<file path="config.mk">
export PLATFORM = sky130hd
export DESIGN_NAME = memory_stage_lsu
export DESIGN_NICKNAME = d
export VERILOG_FILES = /design/src/rtl/riscv_pkg.sv /design/src/rtl/flopr.sv /design/src/rtl/lsu_align.sv /design/src/rtl/memory_stage_lsu.sv
export SDC_FILE = /design/constraint.sdc
export NUM_CORES = 1
export LEC_CHECK = 0
export CAP_MARGIN = 25
export CORE_AREA = 4 4 121 123
export DETAILED_ROUTE_END_ITERATION = 8
export DIE_AREA = 0 0 125 127
export PLACE_DENSITY = 0.81
export SLEW_MARGIN = 20
export SYNTH_ARGS = -nofsm -noshare
export SYNTH_HDL_FRONTEND = slang
export SYNTH_SLANG_ARGS = --single-unit
</file>
<file path="constraint.sdc">
create_clock -name clock -period 3.4 [get_ports clock]
set_clock_uncertainty 0.2 [all_clocks]
set_input_delay 0.68 -clock clock [delete_from_list [all_inputs] [get_ports clock]]
set_output_delay 0.68 -clock clock [all_outputs]
set_load 0.03 [all_outputs]
</file>
<file path="src/rtl/riscv_pkg.sv">
// Shared encodings for the RV32I memory stage: funct3 load/store sizes,
// writeback result-source select and the load/store unit bus states.
package riscv_pkg;

  localparam logic [2:0] F3_B  = 3'b000;
  localparam logic [2:0] F3_H  = 3'b001;
  localparam logic [2:0] F3_W  = 3'b010;
  localparam logic [2:0] F3_BU = 3'b100;
  localparam logic [2:0] F3_HU = 3'b101;

  localparam logic [1:0] RS_ALU = 2'b00;
  localparam logic [1:0] RS_MEM = 2'b01;
  localparam logic [1:0] RS_PC4 = 2'b10;

  typedef enum logic [1:0] {
    IDLE     = 2'd0,
    WAIT_GNT = 2'd1,
    WAIT_RSP = 2'd2
  } lsu_state_t;

endpackage

</file>
<file path="src/rtl/flopr.sv">
// Plain register with synchronous active-high clear; building block of the MEM/WB boundary.
module flopr #(
  parameter int WIDTH = 8
) (
  input  logic             i_clk,
  input  logic             i_rst,
  input  logic [WIDTH-1:0] i_d,
  output logic [WIDTH-1:0] o_q
);

  logic [WIDTH-1:0] r_q;

  // Capture D each cycle, clear on reset
  always_ff @(posedge i_clk) begin
    if (i_rst) r_q <= '0;
    else       r_q <= i_d;
  end

  assign o_q = r_q;

endmodule

</file>
<file path="src/rtl/lsu_align.sv">
// Byte-lane steering for the data bus: store strobes and replicated store data,
// load lane select with sign/zero extension, and natural-alignment detection.
module lsu_align
  import riscv_pkg::*;
(
  input  logic [2:0]  i_funct3,
  input  logic [1:0]  i_addr_lo,
  input  logic [31:0] i_wdata,
  input  logic [31:0] i_rdata,
  output logic        o_aligned,
  output logic [3:0]  o_wstrb,
  output logic [31:0] o_wdata,
  output logic [31:0] o_rdata_ext
);

  logic [7:0]  w_byte;
  logic [15:0] w_half;

  // Lane selection and size-dependent strobe/data/extend generation
  always_comb begin
    w_byte      = i_rdata[7:0];
    w_half      = i_addr_lo[1] ? i_rdata[31:16] : i_rdata[15:0];
    o_aligned   = 1'b1;
    o_wstrb     = 4'b1111;
    o_wdata     = i_wdata;
    o_rdata_ext = i_rdata;
    case (i_addr_lo)
      2'd0:    w_byte = i_rdata[7:0];
      2'd1:    w_byte = i_rdata[15:8];
      2'd2:    w_byte = i_rdata[23:16];
      default: w_byte = i_rdata[31:24];
    endcase
    case (i_funct3[1:0])
      F3_B[1:0]: begin
        o_aligned   = 1'b1;
        o_wstrb     = 4'b0001 << i_addr_lo;
        o_wdata     = {4{i_wdata[7:0]}};
        // funct3[2] distinguishes the unsigned variants (bu/hu)
        o_rdata_ext = i_funct3[2] ? {24'b0, w_byte} : {{24{w_byte[7]}}, w_byte};
      end
      F3_H[1:0]: begin
        o_aligned   = ~i_addr_lo[0];
        o_wstrb     = 4'b0011 << i_addr_lo;
        o_wdata     = {2{i_wdata[15:0]}};
        o_rdata_ext = i_funct3[2] ? {16'b0, w_half} : {{16{w_half[15]}}, w_half};
      end
      default: begin
        o_aligned   = (i_addr_lo == 2'b00);
        o_wstrb     = 4'b1111;
        o_wdata     = i_wdata;
        o_rdata_ext = i_rdata;
      end
    endcase
  end

endmodule

</file>
<file path="src/rtl/memory_stage_lsu.sv">
// MEM stage of the RV32I pipeline: runs the data-memory req/grant/response
// handshake, stalls upstream while the bus is busy, aborts hung accesses,
// and holds the registered MEM/WB boundary feeding writeback.
module memory_stage_lsu
  import riscv_pkg::*;
#(
  parameter int TIMEOUT = 64
) (
  input  logic        clock,
  input  logic        reset,
  input  logic [3:0]  controlM,
  input  logic [2:0]  Funct3M,
  input  logic [31:0] AluResultM,
  input  logic [31:0] WriteDataM,
  input  logic [31:0] PcPlus4M,
  input  logic [4:0]  RdM,
  output logic        StallM,
  output logic        DmemReq,
  output logic        DmemWe,
  output logic [31:0] DmemAddr,
  output logic [3:0]  DmemWstrb,
  output logic [31:0] DmemWdata,
  input  logic        DmemGnt,
  input  logic        DmemRvalid,
  input  logic [31:0] DmemRdata,
  output logic [2:0]  controlW,
  output logic [31:0] AluResultW,
  output logic [31:0] ReadDataW,
  output logic [31:0] PcPlus4W,
  output logic [4:0]  RdW,
  output logic        MisalignW,
  output logic        BusErrW
);

  localparam int            CW       = (TIMEOUT > 2) ? $clog2(TIMEOUT) : 1;
  localparam logic [CW-1:0] TMO_LAST = CW'(TIMEOUT - 1);

  lsu_state_t    r_state;
  lsu_state_t    w_state_nxt;
  logic [CW-1:0] r_tmo;

  logic        w_access, w_is_load, w_aligned, w_go, w_misalign;
  logic        w_req, w_done, w_tmo, w_stall, w_tmo_hit;
  logic [3:0]  w_wstrb;
  logic [31:0] w_wdata, w_rdata_ext;

  logic [2:0]  w_ctrl_d;
  logic [31:0] w_alu_d, w_rdata_d, w_pc4_d;
  logic [4:0]  w_rd_d;
  logic        w_mis_d, w_berr_d;

  assign w_access   = controlM[0] | (controlM[2:1] == RS_MEM);
  assign w_is_load  = w_access & ~controlM[0];
  assign w_go       = w_access & w_aligned;
  assign w_misalign = w_access & ~w_aligned;
  assign w_tmo_hit  = (r_tmo == TMO_LAST);

  lsu_align u_align (
    .i_funct3    (Funct3M),
    .i_addr_lo   (AluResultM[1:0]),
    .i_wdata     (WriteDataM),
    .i_rdata     (DmemRdata),
    .o_aligned   (w_aligned),
    .o_wstrb     (w_wstrb),
    .o_wdata     (w_wdata),
    .o_rdata_ext (w_rdata_ext)
  );

  // Bus handshake sequencing; timeout takes priority over a late grant/response
  always_comb begin
    w_state_nxt = r_state;
    w_req       = 1'b0;
    w_done      = 1'b0;
    w_tmo       = 1'b0;
    unique case (r_state)
      IDLE: begin
        if (w_go) begin
          w_req = 1'b1;
          if (DmemGnt) begin
            if (w_is_load) w_state_nxt = WAIT_RSP;
            else           w_done      = 1'b1;
          end else begin
            w_state_nxt = WAIT_GNT;
          end
        end
      end
      WAIT_GNT: begin
        w_req = 1'b1;
        if (w_tmo_hit) begin
          w_tmo       = 1'b1;
          w_state_nxt = IDLE;
        end else if (DmemGnt) begin
          if (w_is_load) begin
            w_state_nxt = WAIT_RSP;
          end else begin
            w_done      = 1'b1;
            w_state_nxt = IDLE;
          end
        end
      end
      WAIT_RSP: begin
        if (w_tmo_hit) begin
          w_tmo       = 1'b1;
          w_state_nxt = IDLE;
        end else if (DmemRvalid) begin
          w_done      = 1'b1;
          w_state_nxt = IDLE;
        end
      end
      default: w_state_nxt = IDLE;
    endcase
  end

  // State register; reset abandons any in-flight access
  always_ff @(posedge clock) begin
    if (reset) r_state <= IDLE;
    else       r_state <= w_state_nxt;
  end

  // Wait-cycle counter: cleared while idle, counts every cycle spent waiting on the bus
  always_ff @(posedge clock) begin
    if (reset)                r_tmo <= '0;
    else if (r_state == IDLE) r_tmo <= '0;
    else                      r_tmo <= r_tmo + 1'b1;
  end

  assign w_stall   = w_go & ~w_done & ~w_tmo;
  assign StallM    = w_stall & ~reset;
  assign DmemReq   = w_req & ~reset;
  assign DmemWe    = DmemReq & controlM[0];
  assign DmemAddr  = DmemReq ? {AluResultM[31:2], 2'b00} : 32'b0;
  assign DmemWstrb = DmemReq ? w_wstrb : 4'b0;
  assign DmemWdata = DmemReq ? w_wdata : 32'b0;

  // MEM/WB D-input: bubble while stalled; misalign and bus error suppress RegWrite
  always_comb begin
    w_ctrl_d  = 3'b0;
    w_alu_d   = 32'b0;
    w_rdata_d = 32'b0;
    w_pc4_d   = 32'b0;
    w_rd_d    = 5'b0;
    w_mis_d   = 1'b0;
    w_berr_d  = 1'b0;
    if (!w_stall) begin
      w_ctrl_d  = {controlM[3] & ~w_misalign & ~w_tmo, controlM[2:1]};
      w_alu_d   = AluResultM;
      w_rdata_d = (w_done & w_is_load) ? w_rdata_ext : 32'b0;
      w_pc4_d   = PcPlus4M;
      w_rd_d    = RdM;
      w_mis_d   = w_misalign;
      w_berr_d  = w_tmo;
    end
  end

  flopr #(.WIDTH(3))  u_w_ctrl  (.i_clk(clock), .i_rst(reset), .i_d(w_ctrl_d),  .o_q(controlW));
  flopr #(.WIDTH(32)) u_w_alu   (.i_clk(clock), .i_rst(reset), .i_d(w_alu_d),   .o_q(AluResultW));
  flopr #(.WIDTH(32)) u_w_rdata (.i_clk(clock), .i_rst(reset), .i_d(w_rdata_d), .o_q(ReadDataW));
  flopr #(.WIDTH(32)) u_w_pc4   (.i_clk(clock), .i_rst(reset), .i_d(w_pc4_d),   .o_q(PcPlus4W));
  flopr #(.WIDTH(5))  u_w_rd    (.i_clk(clock), .i_rst(reset), .i_d(w_rd_d),    .o_q(RdW));
  flopr #(.WIDTH(1))  u_w_mis   (.i_clk(clock), .i_rst(reset), .i_d(w_mis_d),   .o_q(MisalignW));
  flopr #(.WIDTH(1))  u_w_berr  (.i_clk(clock), .i_rst(reset), .i_d(w_berr_d),  .o_q(BusErrW));

endmodule

</file>
# After elaboration in Yosys (flattened, before gate mapping)
# Cells that the tools add are included.
# word_totals
register_bits	114
inputBits	144
output_inout_bits	177
wordCells	82
# classes
n_addsub	1
n_eq_ne	11
shift	2
muxes	31
bitwise	20
n_reduce_logical	8
# op_table
cell	n
32-bit two-way mux	4
32-bit one-hot mux with 2 select lines	2
8-bit one-hot mux with 3 select lines	1
16-bit two-way mux	1
2-bit two-way mux	8
1-bit bitwise AND	11
1-bit two-way mux	9
3-bit inequality test, second input constant	3
2-bit by 1-bit == test with 1-bit output, second input constant	4
1-bit inverter	8
4-bit one-hot mux with 2 select lines	1
6-bit by 1-bit adder with 6-bit output, second input constant	1
6-bit == test, second input constant	1
2-bit logical NOT	3
2-bit one-hot mux with 3 select lines	1
2-bit OR reduction	3
2-bit == test, second input constant	2
4-bit two-way mux	1
1-bit one-hot mux with 2 select lines	2
4-bit AND reduction	1
1-bit by 2-bit left shift with 4-bit output, first input constant	1
2-bit by 2-bit left shift with 4-bit output, first input constant	1
1-bit one-hot mux with 3 select lines	1
3-bit OR reduction	1
2 further kinds	2

# Logic depth before layout (Yosys ltp)
# logic_depth
depth_word	11
mapped_depth	7
mapped_depth_nobuf	6

# Cells and area by module
# From an unflattened synthesis, not the netlist that was laid out.
# hier_totals
cells_unflattened	673
area_unflattened_um2	5975.7
# modules_own_cells
module	n_inst	cells_each	area_per_inst_um2	seq_area_each_um2
flopr (u_w_alu ...)	3	67	863.3	640.6
memory_stage_lsu	1	263	1889.3	160.2
lsu_align	1	189	1218.7	0.0
flopr (u_w_rd)	1	10	131.4	100.1
flopr (u_w_ctrl)	1	6	78.8	60.1
flopr (u_w_berr ...)	2	2	33.8	20.0

# Worst setup path before layout
# Ideal clock, no wire load.
# synth_path
path_kind	input to output
startpoint	input port controlM[2]
endpoint	output port StallM
t_arrival_ps	2856
required_time_ps	2520
path_slack_ps	-336
cell_stages	4
path_buffers	0
cell_sequence	nor3b_4 -> o21ai_2 -> a21o_2 -> a2111oi_0
# synth_via
elab_chain_cells	11
word_cells_on_any_way	13
cone_classes	1 x eq/ne; 5 x mux; 7 x bitwise
# synth_lines
item	line_no	text
from (decl)	memory_stage_lsu.sv:11	input logic [3:0] controlM,
2-bit by 1-bit == test with 1-bit output *	memory_stage_lsu.sv:52	assign w_access = controlM[0] | (controlM[2:1] == RS_MEM);
1-bit OR *	memory_stage_lsu.sv:52	
1-bit bitwise AND	memory_stage_lsu.sv:53	assign w_is_load = w_access & ~controlM[0];
1-bit two-way mux	memory_stage_lsu.sv:80, memory_stage_lsu.sv:93	
1-bit two-way mux	memory_stage_lsu.sv:92	end else if (DmemGnt) begin
1-bit two-way mux (on tied branches)	memory_stage_lsu.sv:89, memory_stage_lsu.sv:77	
1-bit one-hot mux with 3 select lines	memory_stage_lsu.sv:75	unique case (r_state)
1-bit inverter	memory_stage_lsu.sv:127	assign w_stall = w_go & ~w_done & ~w_tmo;
1-bit bitwise AND * (2 in series)	memory_stage_lsu.sv:127	
1-bit bitwise AND *	memory_stage_lsu.sv:128	assign StallM = w_stall & ~reset;
to (decl)	memory_stage_lsu.sv:17	output logic StallM,
# Every way passes the cells marked *; elsewhere a longest branch is shown, timed or not.

# Worst setup path after layout
# layout_path
startpoint	input port AluResultM[0]
endpoint	output port DmemWdata[28]
# layout_via
elab_chain_cells	7
word_cells_on_any_way	8
cone_classes	4 x mux; 3 x bitwise; 1 x reduce/logical
# layout_lines
item	line_no	text
from (decl)	memory_stage_lsu.sv:13	input logic [31:0] AluResultM,
2-bit logical NOT or 1-bit inverter (tied branches)	lsu_align.sv:48, lsu_align.sv:42	
1-bit one-hot mux with 2 select lines *	lsu_align.sv:33	case (i_funct3[1:0])
1-bit bitwise AND *	memory_stage_lsu.sv:54	assign w_go = w_access & w_aligned;
1-bit two-way mux *	memory_stage_lsu.sv:77	if (w_go) begin
1-bit one-hot mux with 2 select lines *	memory_stage_lsu.sv:75	
1-bit bitwise AND *	memory_stage_lsu.sv:129	assign DmemReq = w_req & ~reset;
32-bit two-way mux *	memory_stage_lsu.sv:133	assign DmemWdata = DmemReq ? w_wdata : 32'b0;
to (decl)	memory_stage_lsu.sv:22	output logic [31:0] DmemWdata,
# Marked as above.

==> metrics.yaml <==
synth:
  yosys-top-cells-area: "dfxtp_1, nor3b_1, and2_1"
  async_flop_share: 0
  synthAdderAreaFrac: 0.01275
  synthCells: 530
  yosys_warnings: 0
  synth_top_family_by_area: "simple AND/OR/NAND/NOR gates"
  yosysSeqAreaShare: 0.4652
  ys.flop_type: "dfxtp_1"
  synth.cell_area_sq_um: 4906
  yosys-top-cells-count: "dfxtp_1, nor3b_1, nand2_1, nor2_1, a21oi_1"
  syn_area_per_cell_sq_um: 9.257
  synth_top_area_share: 0.4652
  yosysTopAreaCell: "dfxtp_1"
  synth_edf_count: 0
  ys_ff_latch: 114
  synthSimpleGateAreaFrac: 0.2744
  synth_compound_area_frac: 0.1242
  yosysMostFrequentCell: "dfxtp_1"
  muxShareOfSynthArea: 0.05330
  synth_xor_area_frac: 0.007141
  ys_types: 52
global_routing:
  grt_antenna_before_repair: 1
  grt_pass1_vias: 5041
  grt_max_degree: 72
  grt_usage: 0.2202
  use_met3: 0.06773
  grt_pass1_wl_microns: 27590
  use_met1: 0.2382
  grt.overflow.total: 0
  grt_busiest_layer: "met2"
  gr-usage-met2: 0.4018
timing:
  period_needed_ps: 3300
  period_share: 0.9705
  timing.hold.ws_ps: 250.7
  slew_viol_final: 0
  clock.fmax_mhz: 303.1
  relSlewSlack: 0.4679
  setup_viol: 0
  worstMarginPinSlew_ps: 792.1
  fin_ws_ps: 100.3
  finalHoldViolCount: 0
placed_design:
  gp_congestion: 0.8854
  detailed_place.area_sq_um: 8334
  dpl_worst_slack_ps: -177.3
  io_buffers: 318
  place_hpwl_microns: 13840
  placed_cells: 1027
worst_setup_path:
  required_ps: 2520
  worstPathMaxFanout: 5
  end_kind: "output port"
  ff2ff_path_depth: 7
  critical_path_class: "in2out"
  crit_arrival_ps: 2420
  startpoint_type: "input port"
finish:
  antenna_cells: 0
  instances_no_fill: 1068
  register_area_sq_um: 2282
  nFillCells: 1055
  syn_to_final_growth_pct: 85.08
  layout-drive-gt1-share: 0.1959
  final_nets: 1024
  design_area_sq_um: 9080
  multiInputGateArea_sq_um: 2346
detailed_routing:
  viasPerCell: 4.813
  wirelength_microns: 18810
  dr.first_iter.drc_count: 267
  first_pass_iters: 5
  route.antenna.remaining_nets: 0
  via_count: 5140
  drc: 0
  wl_per_cell_microns: 17.62
power_and_ir_drop:
  p_leak_nw: 3.782
  power_frac_clock: 0.420
  seqPwrFrac: 0.330
  vdd_drop_max_mv: 0.2610
  powerDensity_nw_per_um2: 475.6
  swShare: 0.2889
  p_switching_mw: 1.248
  power.share.combinational: 0.250
  internal_power_mw: 3.071
clocking:
  clk_path_buf_depth: 2
  numCtsBuffers: 17
  cts_root_buf: "clkbuf_16"
  cts_tree: "built"
  clk_pin_slew_ps: 50
  clock_latency_ps: 410
  clkSinkCount: 114
  ctsHoldBuffers: 0
  cts_max_level: 4
floorplan:
  die_w_microns: 125
  die-area_sq_um: 15880
  fp-row-count: 43
  initial_core_util: 0.3590
  num_io_pins: 321
  coreArea_sq_um: 13670
  die_y_microns: 127
min_path:
  hold_depth: 1
  hp-class: "reg2reg"
run_status:
  status: "completed"
job:
  drv_cap: 0
## critical path, cell delays in order
cell and delay, ps:
dlygate4sd2_1 300, a21oi_4 190, o221ai_2 100, a21o_1 230
buf_12 140, buf_4 130, buf_4 140, nor2_1 100
dlygate4sd2_1 410
## logic make-up after synthesis
group,count (synthesis)
multiplexers,24
flip-flops,114
other,1
AND/OR/NAND/NOR,232
adder cells (fa/ha/maj),5
XOR/XNOR,4
AO/OA/AOI/OAI,88
buffers and inverters,62
## layout make-up
type | count | area share
inverter | 19 | 0.008268
multi-input combinational | 355 | 0.2584
timing repair buffer | 368 | 0.3901
clock buffer | 17 | 0.04685
sequential | 114 | 0.2513
tap | 180 | 0.02480
clock inverter | 15 | 0.02026
## path summary, 6_finish.rpt
path                  from         endpoint  slack, ps
max          AluResultM[0]    DmemWdata[28]        100
min               r_tmo[0]         r_tmo[0]        250
max reg2reg     r_state[0]  u_w_alu.o_q[29]        940
min reg2reg       r_tmo[0]         r_tmo[0]        250
## power by group through the flow
stage / Sequential (mW) / Combinational (mW) / Clock, mW
final: 1.42 / 1.08 / 1.81
after global placement: 1.45 / 1.03 / 0
after floorplan: 1.58 / 0.413 / 0
after detailed placement: 1.45 / 1.04 / 0
after CTS: 1.42 / 1.06 / 1.84
after global routing: 1.43 / 1.14 / 1.90
## flip-flops by register name (all words and copies together), names as in the netlist
name / count
r_state: 2
r_tmo: 6
u_w_alu.o_q: 32
u_w_berr.o_q: 1
u_w_ctrl.o_q: 3
u_w_mis.o_q: 1
u_w_pc4.o_q: 32
u_w_rd.o_q: 5
u_w_rdata.o_q: 32
## cell usage in the layout (no fill, tap or decap), types with 3 or more instances in the layout
| master | netlist | routed |
|---|---|---|
| mux2i_1 | 16 | 16 |
| a222oi_1 | 6 | 6 |
| inv_1 | 19 | 18 |
| nor3b_1 | 61 | 61 |
| nor3b_2 | 10 | 10 |
| buf_4 | 2 | 95 |
| dlygate4sd2_1 | 0 | 12 |
| nand3_1 | 4 | 4 |
| nor3_1 | 5 | 5 |
| clkinvlp_4 | 0 | 4 |
| dfxtp_1 | 114 | 114 |
| dlymetal6s2s_1 | 0 | 5 |
| and2_1 | 38 | 38 |
| o21ai_0 | 8 | 8 |
| buf_12 | 0 | 6 |
| o22ai_1 | 3 | 3 |
| nand2_1 | 57 | 57 |
| nor2_1 | 45 | 44 |
| a21o_1 | 3 | 3 |
| ha_1 | 5 | 5 |
| a221oi_1 | 8 | 8 |
| a211oi_1 | 4 | 4 |
| clkdlybuf4s50_1 | 0 | 242 |
| a21oi_1 | 42 | 42 |
| clkbuf_16 | 0 | 19 |
| mux2_2 | 7 | 7 |
| xnor2_1 | 3 | 3 |
| clkinv_4 | 0 | 5 |
| bufinv_16 | 0 | 3 |
## repair_timing
action,4_1_cts,5_1_grt
pin swaps,2,3
gates resized for setup,17,13
setup buffers,3,3
setup endpoints to repair,17,56
gates cloned,1,2
## per-layer routing
layer | part of all wire | vias up
li1 | - | 2506
met1 | 0.38 | 2399
met2 | 0.53 | 196
met3 | 0.062 | 37
met4 | 0.026 | 2
met5 | 0.00037 | -
## through the flow
stage	power, mW	setup TNS [ps]	util
floorplan	1.992	0	-
global placement	2.483	-1696	0.6099
detailed placement	2.493	-2276	0.6099
CTS	4.327	0	0.6577
global route	4.474	-11.68	0.6644
finish	4.318	0	0.6644
Power figures use the tool's default switching activity.
